$ cat config.mk
export PLATFORM = sky130hd
export DESIGN_NAME = lift_motion_ctrl
export DESIGN_NICKNAME = d
export VERILOG_FILES = /design/src/rtl/lift_pkg.sv /design/src/rtl/door_timer.sv /design/src/rtl/lift_motion_ctrl.sv
export SDC_FILE = /design/constraint.sdc
export NUM_CORES = 1
export LEC_CHECK = 0
export ABC_AREA = 1
export CAP_MARGIN = 5
export CORE_ASPECT_RATIO = 1.25
export CORE_UTILIZATION = 37
export DETAILED_ROUTE_END_ITERATION = 7
export HOLD_SLACK_MARGIN = 0.15
export PLACE_DENSITY_LB_ADDON = 0.25
export SKIP_CTS_REPAIR_TIMING = 1
export SYNTH_ARGS = -nofsm -noshare
export SYNTH_HDL_FRONTEND = slang
export SYNTH_SLANG_ARGS = --single-unit
$ cat constraint.sdc
create_clock -name clk -period 5.6 [get_ports clk]
set_clock_uncertainty 0.05 [all_clocks]
set_input_delay 1.68 -clock clk [delete_from_list [all_inputs] [get_ports clk]]
set_output_delay 1.68 -clock clk [all_outputs]
set_load 0.03 [all_outputs]
$ cat src/rtl/lift_pkg.sv
// Shared definitions for the lift motion controller: FSM encoding, motor codes
// and default sizing.
package lift_pkg;

  typedef enum logic [1:0] {
    S_IDLE      = 2'd0,
    S_MOVE_UP   = 2'd1,
    S_MOVE_DOWN = 2'd2,
    S_DOOR      = 2'd3
  } state_e;

  localparam logic [1:0] MOTOR_STOP = 2'b00;
  localparam logic [1:0] MOTOR_UP   = 2'b01;
  localparam logic [1:0] MOTOR_DOWN = 2'b10;

  localparam int DEF_NUM_FLOORS    = 11;
  localparam int DEF_TRAVEL_CYCLES = 8;
  localparam int DEF_DOOR_CYCLES   = 16;

  // Width of a down-counter that must hold n-1 (never less than one bit).
  function automatic int cnt_w(input int n);
    return (n > 2) ? $clog2(n) : 1;
  endfunction

endpackage

$ cat src/rtl/door_timer.sv
// Door-open countdown: loaded on door entry, reloaded while held, frozen on
// emergency stop, and flags expiry in the cycle the door may close.
module door_timer
  import lift_pkg::*;
#(
  parameter int DOOR_CYCLES = DEF_DOOR_CYCLES
) (
  input  logic clk,
  input  logic rst_n,
  input  logic i_load,
  input  logic i_en,
  input  logic i_hold,
  input  logic i_freeze,
  output logic o_expire
);

  localparam int             CW   = cnt_w(DOOR_CYCLES);
  localparam logic [CW-1:0]  LOAD = CW'(DOOR_CYCLES - 1);

  logic [CW-1:0] r_cnt;

  assign o_expire = i_en && !i_load && !i_hold && !i_freeze && (r_cnt == '0);

  always_ff @(posedge clk or negedge rst_n) begin
    if (!rst_n)
      r_cnt <= '0;
    else if (i_load || (i_en && i_hold))
      r_cnt <= LOAD;
    else if (i_en && !i_freeze && (r_cnt != '0))
      r_cnt <= r_cnt - 1'b1;
  end

endmodule

$ cat src/rtl/lift_motion_ctrl.sv
// Single-car lift motion controller: accepts one target at a time, steps the
// car floor by floor, then holds the door open before taking the next target.
module lift_motion_ctrl
  import lift_pkg::*;
#(
  parameter int NUM_FLOORS    = DEF_NUM_FLOORS,
  parameter int TRAVEL_CYCLES = DEF_TRAVEL_CYCLES,
  parameter int DOOR_CYCLES   = DEF_DOOR_CYCLES
) (
  input  logic       clk,
  input  logic       rst,
  input  logic       tgt_valid,
  input  logic [3:0] tgt_floor,
  output logic       tgt_ready,
  input  logic       door_hold,
  input  logic       estop,
  output logic [1:0] motor_signal,
  output logic [3:0] cur_floor,
  output logic       door_open,
  output logic       arrived,
  output logic       tgt_err
);

  localparam int             TCW         = cnt_w(TRAVEL_CYCLES);
  localparam logic [TCW-1:0] TRAVEL_LOAD = TCW'(TRAVEL_CYCLES - 1);
  localparam logic [4:0]     FLOORS      = 5'(NUM_FLOORS);

  state_e         r_state, w_state;
  logic [3:0]     r_floor, w_floor, r_target, w_target, w_step_floor;
  logic [TCW-1:0] r_travel, w_travel;
  logic [1:0]     r_motor, w_motor;
  logic           r_door_open, w_door_open, r_arrived, w_arrived;
  logic           r_tgt_err, w_tgt_err, r_tgt_ready, w_tgt_ready;
  logic           w_door_load, w_door_expire;

  assign w_step_floor = (r_state == S_MOVE_UP) ? r_floor + 4'd1 : r_floor - 4'd1;

  door_timer #(.DOOR_CYCLES(DOOR_CYCLES)) u_door (
    .clk     (clk),
    .rst_n   (rst),
    .i_load  (w_door_load),
    .i_en    (r_state == S_DOOR),
    .i_hold  (door_hold),
    .i_freeze(estop),
    .o_expire(w_door_expire)
  );

  always_comb begin
    w_state     = r_state;
    w_floor     = r_floor;
    w_target    = r_target;
    w_travel    = r_travel;
    w_motor     = r_motor;
    w_door_open = r_door_open;
    w_arrived   = 1'b0;
    w_tgt_err   = 1'b0;
    w_door_load = 1'b0;
    case (r_state)
      S_IDLE: begin
        if (tgt_valid && r_tgt_ready) begin
          if ({1'b0, tgt_floor} >= FLOORS) begin
            w_tgt_err = 1'b1;
          end else if (tgt_floor == r_floor) begin
            w_state     = S_DOOR;
            w_door_open = 1'b1;
            w_arrived   = 1'b1;
            w_door_load = 1'b1;
          end else begin
            w_target = tgt_floor;
            w_travel = TRAVEL_LOAD;
            w_state  = (tgt_floor > r_floor) ? S_MOVE_UP : S_MOVE_DOWN;
            w_motor  = (tgt_floor > r_floor) ? MOTOR_UP : MOTOR_DOWN;
          end
        end
      end
      S_MOVE_UP, S_MOVE_DOWN: begin
        // Emergency stop parks the motor but keeps the travel count intact.
        if (estop) begin
          w_motor = MOTOR_STOP;
        end else begin
          w_motor = (r_state == S_MOVE_UP) ? MOTOR_UP : MOTOR_DOWN;
          if (r_travel == '0) begin
            w_floor = w_step_floor;
            if (w_step_floor == r_target) begin
              w_state     = S_DOOR;
              w_motor     = MOTOR_STOP;
              w_door_open = 1'b1;
              w_arrived   = 1'b1;
              w_door_load = 1'b1;
            end else begin
              w_travel = TRAVEL_LOAD;
            end
          end else begin
            w_travel = r_travel - 1'b1;
          end
        end
      end
      S_DOOR: begin
        w_motor = MOTOR_STOP;
        if (w_door_expire) begin
          w_state     = S_IDLE;
          w_door_open = 1'b0;
        end
      end
      default: w_state = S_IDLE;
    endcase
    w_tgt_ready = (w_state == S_IDLE) && !estop;
  end

  always_ff @(posedge clk or negedge rst) begin
    if (!rst) begin
      r_state     <= S_IDLE;
      r_floor     <= '0;
      r_target    <= '0;
      r_travel    <= '0;
      r_motor     <= MOTOR_STOP;
      r_door_open <= 1'b0;
      r_arrived   <= 1'b0;
      r_tgt_err   <= 1'b0;
      r_tgt_ready <= 1'b0;
    end else begin
      r_state     <= w_state;
      r_floor     <= w_floor;
      r_target    <= w_target;
      r_travel    <= w_travel;
      r_motor     <= w_motor;
      r_door_open <= w_door_open;
      r_arrived   <= w_arrived;
      r_tgt_err   <= w_tgt_err;
      r_tgt_ready <= w_tgt_ready;
    end
  end

  assign tgt_ready    = r_tgt_ready;
  assign motor_signal = r_motor;
  assign cur_floor    = r_floor;
  assign door_open    = r_door_open;
  assign arrived      = r_arrived;
  assign tgt_err      = r_tgt_err;

endmodule

# After elaboration in Yosys (flattened, before gate mapping)
# Cells that the tools add are included.
[op_classes]
n_eq_ne = 14
n_reduce_logical = 26
n_addsub = 4
n_mux = 45
bitwise = 3
order_cmp = 2
[op_table]
columns = ["cell", "count"]
rows = [
  ["two-way mux 2 bit", 15],
  ["two-way mux 3 bit", 6],
  ["two-way mux 1 bit", 16],
  ["inequality test 2 bit (second input constant)", 8],
  ["two-way mux 4 bit", 3],
  ["case mux 2 bit (3 select lines)", 2],
  ["logical AND 1 bit", 9],
  ["equality test 4 bit", 2],
  ["subtractor 4 x 1 -> 4 bit (second input constant)", 2],
  ["AND reduction 7 bit", 1],
  ["case mux 3 bit (2 select lines)", 1],
  ["AND reduction 3 bit", 2],
  ["AND reduction 6 bit", 1],
  ["adder 4 x 1 -> 4 bit (second input constant)", 1],
  ["equality test 2 bit (second input constant)", 2],
  ["greater-or-equal comparator 4 bit (second input constant)", 1],
  ["> comparator 4 bit", 1],
  ["zero test 2 bit", 2],
  ["zero test 4 bit", 1],
  ["AND reduction 4 bit", 1],
  ["nonzero test 2 bit", 2],
  ["nonzero test 4 bit", 1],
  ["zero test 1 bit", 3],
  ["zero test 3 bit", 1],
  ["8 further kinds", 10],
]
[totals]
ff_bits = 23
inputBits = 9
elab_cells = 104
output_inout_bits = 10

# Depth between registers and ports, before layout
# Gate-level depths: netlist of the first run.
[logic_depth]
depth_word = 16
depth_mapped = 16

# Hierarchy
# Synthesis of the first run repeated with hierarchy kept, for this count alone.
[hier_totals]
cells_unflattened = 213
hier_area_um2 = 1689.1
[by_module_without_submodules]
columns = ["mod", "area_per_inst_um2", "seq_area_each_um2", "cells_per_inst", "instances"]
rows = [
  ["lift_motion_ctrl", 1378.8, 475.5, 176, 1],
  ["door_timer", 310.3, 100.1, 37, 1],
]

# Worst setup path after synthesis of the first run
# OpenSTA, ideal clock, no wires.
[synth_path]
path_kind = "input to register"
from = "in tgt_floor[3]"
to = "reg r_tgt_ready (netlist: tgt_ready)"
path_slack_ns = 2.743
path_stages = 10
arrival_ns = 2.688
setup_ns = 0.119
cell_sequence = "ha_1 > nand2_1 > nor2_1 > nor2_1 > nand2_1 > inv_1 > a21oi_1 > nand2_1 > nand2_1 > nor2_1"
[synth_via]
elab_chain_cells = 14
elab_cells_between_ends = 20
classes_between = "2 x order compare; 1 x eq/ne; 10 x mux; 7 x reduce/logical"
[synth_lines]
columns = ["element", "line_no", "source"]
rows = [
  ["from (decl)", "lift_motion_ctrl.sv:13", "input logic [3:0] tgt_floor,"],
  ["branches (longest 11 deep; another with greater-or-equal comparator 4 bit)", "--", ""],
  ["case mux 2 bit (3 select lines) (*)", "lift_motion_ctrl.sv:58", "case (r_state)"],
  ["zero test 2 bit (*)", "lift_motion_ctrl.sv:107", "w_tgt_ready = (w_state == S_IDLE) && !estop;"],
  ["logical AND 1 bit (*)", "lift_motion_ctrl.sv:107", ""],
  ["named net w_tgt_ready", "lift_motion_ctrl.sv:33", "logic r_tgt_err, w_tgt_err, r_tgt_ready, w_tgt_ready;"],
  ["to (signal assigned)", "lift_motion_ctrl.sv:130", "r_tgt_ready <= w_tgt_ready;"],
  ["to (decl)", "lift_motion_ctrl.sv:33", ""],
]
# Mark *: on every way through the listed nets, which the timed path passes.
# A chain may end at the register's enable or synchronous reset.

# Worst setup path after layout of the first run
# Ends and elaborated chain as after synthesis.

==> results of run 1 <==
cells by family after synthesis:
logic type | after synthesis
AND/OR/NAND/NOR | 102
buffers and inverters | 28
AO/OA/AOI/OAI | 22
adder cells (fa/ha/maj) | 15
XOR/XNOR | 8
flip-flops | 23
through the flow:
step | total power [mW] | utilization | setup WS (ns) | area [um2] | hold WS (ns)
floorplan | 0.887 | - | 2.74 | 1570 | 0.392
global placement | 1.06 | 0.446 | 2.06 | 1810 | 0.418
detailed placement | 1.07 | 0.446 | 2.02 | 1810 | 0.413
CTS | 1.17 | 0.457 | 2.29 | 1860 | 0.434
global route | 1.29 | 0.457 | 2.10 | 1860 | 0.477
finish | 1.16 | 0.457 | 2.28 | 1860 | 0.430
flip-flops by register name (all words and copies together), names as in the netlist:
signal	cells
arrived	1
cur_floor	4
door_open	1
motor_signal	2
r_state	2
r_target	4
r_travel	3
tgt_err	1
tgt_ready	1
u_door.r_cnt	4
critical path, cell delays in order:
cell             delay (ns)
clkdlybuf4s50_1        0.51
ha_1                   0.35
nand2_1                0.08
nor2_1                 0.15
nor2_1                 0.08
nand2_1                0.16
inv_1                  0.10
a21oi_1                0.15
nand2_1                0.08
nand2_1                0.06
nor2_1                 0.04
routing by layer:
layer | vias to the layer above | global-route usage | share of wire | wire, um
met2 | 18 | 0.289 | 0.49 | 1530
met1 | 578 | 0.185 | 0.46 | 1440
met5 | - | 0 | 0 | 0
met4 | 0 | 0.0801 | 0.028 | 89
li1 | 675 | - | - | -
met3 | 8 | 0.0189 | 0.027 | 84
cell usage in the layout, fill, tap and decap left out, types with 7 or more instances in the layout:
| cell | synthesis | final |
|---|---|---|
| dfrtp_1 | 23 | 23 |
| nand3_1 | 15 | 15 |
| o21ai_0 | 8 | 8 |
| xor2_1 | 7 | 7 |
| inv_1 | 25 | 25 |
| nand2_1 | 57 | 57 |
| ha_1 | 14 | 14 |
| nor2_1 | 12 | 12 |
| a21oi_1 | 7 | 7 |
| clkdlybuf4s50_1 | 0 | 18 |
area by class of cell:
type | count | area [um2]
fillers | 433 | 2210
multi-input cells | 147 | 887
flip-flops and latches | 23 | 576
repair buffers | 18 | 180
inverters | 27 | 101
well taps | 56 | 70.1
clock buffers | 4 | 45.0
power by group:
part           total (mW)  internal (mW)  switching, mW
Clock               0.104         0.0508         0.0531
Sequential          0.303          0.241         0.0627
Combinational       0.751          0.288          0.464
Total                1.16          0.579          0.579
worst max-delay path by stage:
stage,startpoint,end,slack (ns),cells past startpoint
6_report,tgt_floor[3],tgt_ready,2.28,11
5_1_grt,tgt_floor[3],tgt_ready,2.10,11
4_1_cts,tgt_floor[3],tgt_ready,2.29,11
2_1_floorplan,tgt_floor[3],tgt_ready,2.74,10
3_3_place_gp,tgt_floor[3],tgt_ready,2.06,11
3_5_place_dp,tgt_floor[3],tgt_ready,2.02,11
==> metrics.txt, run 1 <==
status=completed; core area=~4000 um2; clk_lat worst skew=approximately 0.27 ns; Starting Density=0.386; RR Startpoint=r_state[1]; Worst Hold Class=flop to flop; first-pass GRT wire length=around 5.4 mm; fin crit period=3.32 ns; synthesized area per cell=7.94 um2; CTS Root Cell=clkbuf_8; Synth Area in Compound Gates=0.0900; CTS Buf Count=3; Synth area leaders=dfrtp_1, nand2_1, ha_1; Arr. time, crit path=3.42 ns; Min-Delay Endpoint=r_travel[2]; Syn Nets=between 200 and 250; grt ovf=0; DRT iter0 DRCs=48; XOR/XNOR share of the synthesized area=0.0446; Max IR drop VDD=between 200 and 250 uV; final worst-path cycle share=0.593; Synth Flop Type=dfrtp_1; gpl congestion=0.790; CP Launch Type=input port; largest family of logic cells by synthesized area=simple AND/OR/NAND/NOR gates; initial antenna violation count=0; chip height=~75 um; final setup fails=0; GRT Util Overall=0.161; number of flops mapped to enable cells by yosys=0; R2R depth=15; port bufs=18; adder-cell share of the synthesized area=0.124; Die W=between 60 and 70 um; critical path class=input port to flop; Post-Synthesis Cells=slightly below 200; asr flop ratio synth=1.00; synthesis-to-finish area growth=18.3%; CTS max path bufs=2; leakage=between 0.9 and 1 nW; Synth Area in Simple Gates=0.306; final net count=around 240; cell total after placement=271; MaxCap Viol Count=0; Required @ worst endpoint=5.70 ns; DRT Wirelength=3.14 mm; register area share after synthesis=0.366; Relative slew margins=0.293; # rows=26; Max Fanout on Critical Path=6; most common cell in the netlist=nand2_1; Yosys cell types=29; CTS tree=yes; synth cell count leaders=nand2_1, inv_1, dfrtp_1; mux contribution to synthesized area=0; pin count of the biggest net entering global routing=24; Final TNS setup=0 ns; layout cells sized above 1=0.0868; Die ar.=4510 um2; DP Wirelength=roughly 2.5 mm; Ports=19; post-synth top area cell=dfrtp_1; RR Endpoint=r_travel[1]; PwrDens=slightly above 600 nW/um2; Synth top area share=0.366; Final Hold Fails=0; vias per inst=about 4.7; final std cells w/o fill=around 280; hold path startpoint=r_travel[2]; Reg2Reg Setup Slack=3.16 ns; CTS sink cnt=23; RSZ-0062 raised after global routing=no; Yosys warnings=0; antenna-violating nets left=0; Yosys reg bits=23; worst slew pin tran=approximately 1.1 ns; routed via count=around 1,300; crit path capture type=flop; H-tree levels=1; antenna cells=0; DRT Pass-1 Iters=4; worst hold path cell count=2; Residual DRC=0; vias in the first global route=between 1,000 and 1,500; routed len/inst=between 10 and 15 um; Mapped Area=about 1600 um2; Max Slew Vio Count=0; fmax=approximately 300 MHz; Worst-path clk slew=about 0.09 ns
Note: power is estimated with default switching activity, not from simulation.
==> inputs of run 2 (changes only) <==
==> constraint.sdc (replaced) <==
create_clock -name clk -period 3.1 [get_ports clk]
set_clock_uncertainty 0.05 [all_clocks]
set_input_delay 0.93 -clock clk [delete_from_list [all_inputs] [get_ports clk]]
set_output_delay 0.93 -clock clk [all_outputs]
set_load 0.03 [all_outputs]
==> metrics.txt, run 2 (same netlist as run 1, synthesis figures left out) <==
R2R depth=15; CP delay by family, top=simple AND/OR/NAND/NOR gates; DP Wirelength=approximately 2.6 mm; antenna-violating nets left=0; CTS max path bufs=2; fin crit period=roughly 2.6 ns; status=completed; Final Hold Fails=0; hold_ws=approximately 0.43 ns; critical path class=input port to flop; Residual DRC=0; CTS Root Cell=clkbuf_8; first-pass GRT wire length=about 5.5 mm; Required @ worst endpoint=~3.2 ns; final net count=between 200 and 250; Worst-path clk slew=around 0.080 ns; pin count of the biggest net entering global routing=24; vias per inst=about 4.6; antenna cells=0; most prevalent standard cell on the critical path=nand2_1; hold path startpoint=r_travel[2]; initial antenna violation count=0; Max IR drop VDD=about 400 uV; Min-Delay Endpoint=r_travel[2]; CP Launch Type=input port; DRT Wirelength=roughly 3.2 mm; synthesis-to-finish area growth=18.9%; Relative slew margins=0.735; Die W=approximately 60 um; H-tree levels=1; Worst Hold Class=flop to flop; vias in the first global route=between 1,000 and 1,500; Starting Density=0.386; Reg2Reg Setup Slack=approximately 0.63 ns; CTS tree=yes; routed via count=roughly 1,300; core area=4070 um2; routed len/inst=roughly 12 um; post-place instance area=1820 um2; critical path buffer and inverter count=2; Arr. time, crit path=~2.7 ns; Die ar.=between 4000 and 5000 um2; worst hold path cell count=2; layout cells sized above 1=0.0955; chip height=about 75 um; MaxCap Viol Count=0; clk_lat worst skew=0.27 ns; PwrDens=about 1100 nW/um2; port bufs=18; most common cell after layout, fill and taps aside=nand2_1; RR Endpoint=r_travel[1]; Max Slew Vio Count=0; gpl congestion=roughly 0.82; fmax=about 390 MHz; final worst-path cycle share=0.826; CTS sink cnt=23; RSZ-0062 raised after global routing=no; Final TNS setup=0 ns; CTS Buf Count=3; RR Startpoint=r_state[1]; post-route cell area=1870 um2; worst slew pin tran=0.397 ns; grt ovf=0; # rows=26; leakage=between 0.9 and 1 nW; final setup fails=0; critical path's largest stage delay=about 0.52 ns; Ports=19; commonest cells after routing, fill and taps aside=nand2_1, inv_1, dfrtp_1; critical path's slowest cell=clkdlybuf4s50_1; Max Fanout on Critical Path=6; cell breakdown of the critical path=clkdlybuf4s50_1 > ha_1 > nand2_1 > nor2_1 > nor2_1 > nand2_1 > inv_1 > a21oi_1 > nand2_1 > nand2_1 > nor2_1; DRT iter0 DRCs=45; Power Total=about 2.1 mW; crit path capture type=flop; GRT Util Overall=0.166; DRT Pass-1 Iters=4
[run 2: where the power goes]
part,switching (mW),internal (mW),leakage [nW]
clock,0.101,0.0899,0.0255
sequential,0.112,0.435,0.275
combinational,0.844,0.520,0.625
[run 2: worst max path at each step]
| stage | start | end | slack (ns) | cells past startpoint |
|---|---|---|---|---|
| 2_1_floorplan | r_state[1] | r_travel[0] | 0.94 | 15 |
| 3_3_place_gp | tgt_floor[3] | tgt_ready | 0.31 | 11 |
| 3_5_place_dp | tgt_floor[3] | tgt_ready | 0.28 | 11 |
| 4_1_cts | tgt_floor[3] | tgt_ready | 0.56 | 11 |
| 5_1_grt | tgt_floor[3] | tgt_ready | 0.37 | 11 |
| 6_report | tgt_floor[3] | tgt_ready | 0.54 | 11 |
[run 2: routing by layer]
metal | vias up | track usage | share of wire
met5 | - | 0 | 0
met4 | 0 | 0.0672 | 0.019
met3 | 7 | 0.0258 | 0.023
met2 | 17 | 0.297 | 0.51
met1 | 574 | 0.194 | 0.45
li1 | 673 | - | -
[run 2: worst reg2reg max path, delay by kind of cell, from the launching register on]
family	cells	cell delay, ns
AND/OR/NAND/NOR	11	1.02
buffers and inverters	2	0.25
flip-flops	1	0.44
adder cells (fa/ha/maj)	2	0.63
[run 2: cell type report]
type	count	area (um2)
fill	427	2200
sequential	23	576
inverter	27	101
timing repair buffer	19	188
tap	56	70.1
clock inverter	1	5.00
multi-input combinational	147	887
clock buffer	3	41.3
[run 2: stage by stage]
stage / utilization / setup WS, ns / instances
global route: 0.459 / 0.369 / 276
finish: 0.459 / 0.539 / 276
floorplan: - / 0.942 / 198
detailed placement: 0.448 / 0.281 / 272
global placement: 0.448 / 0.306 / 272
CTS: 0.459 / 0.556 / 276
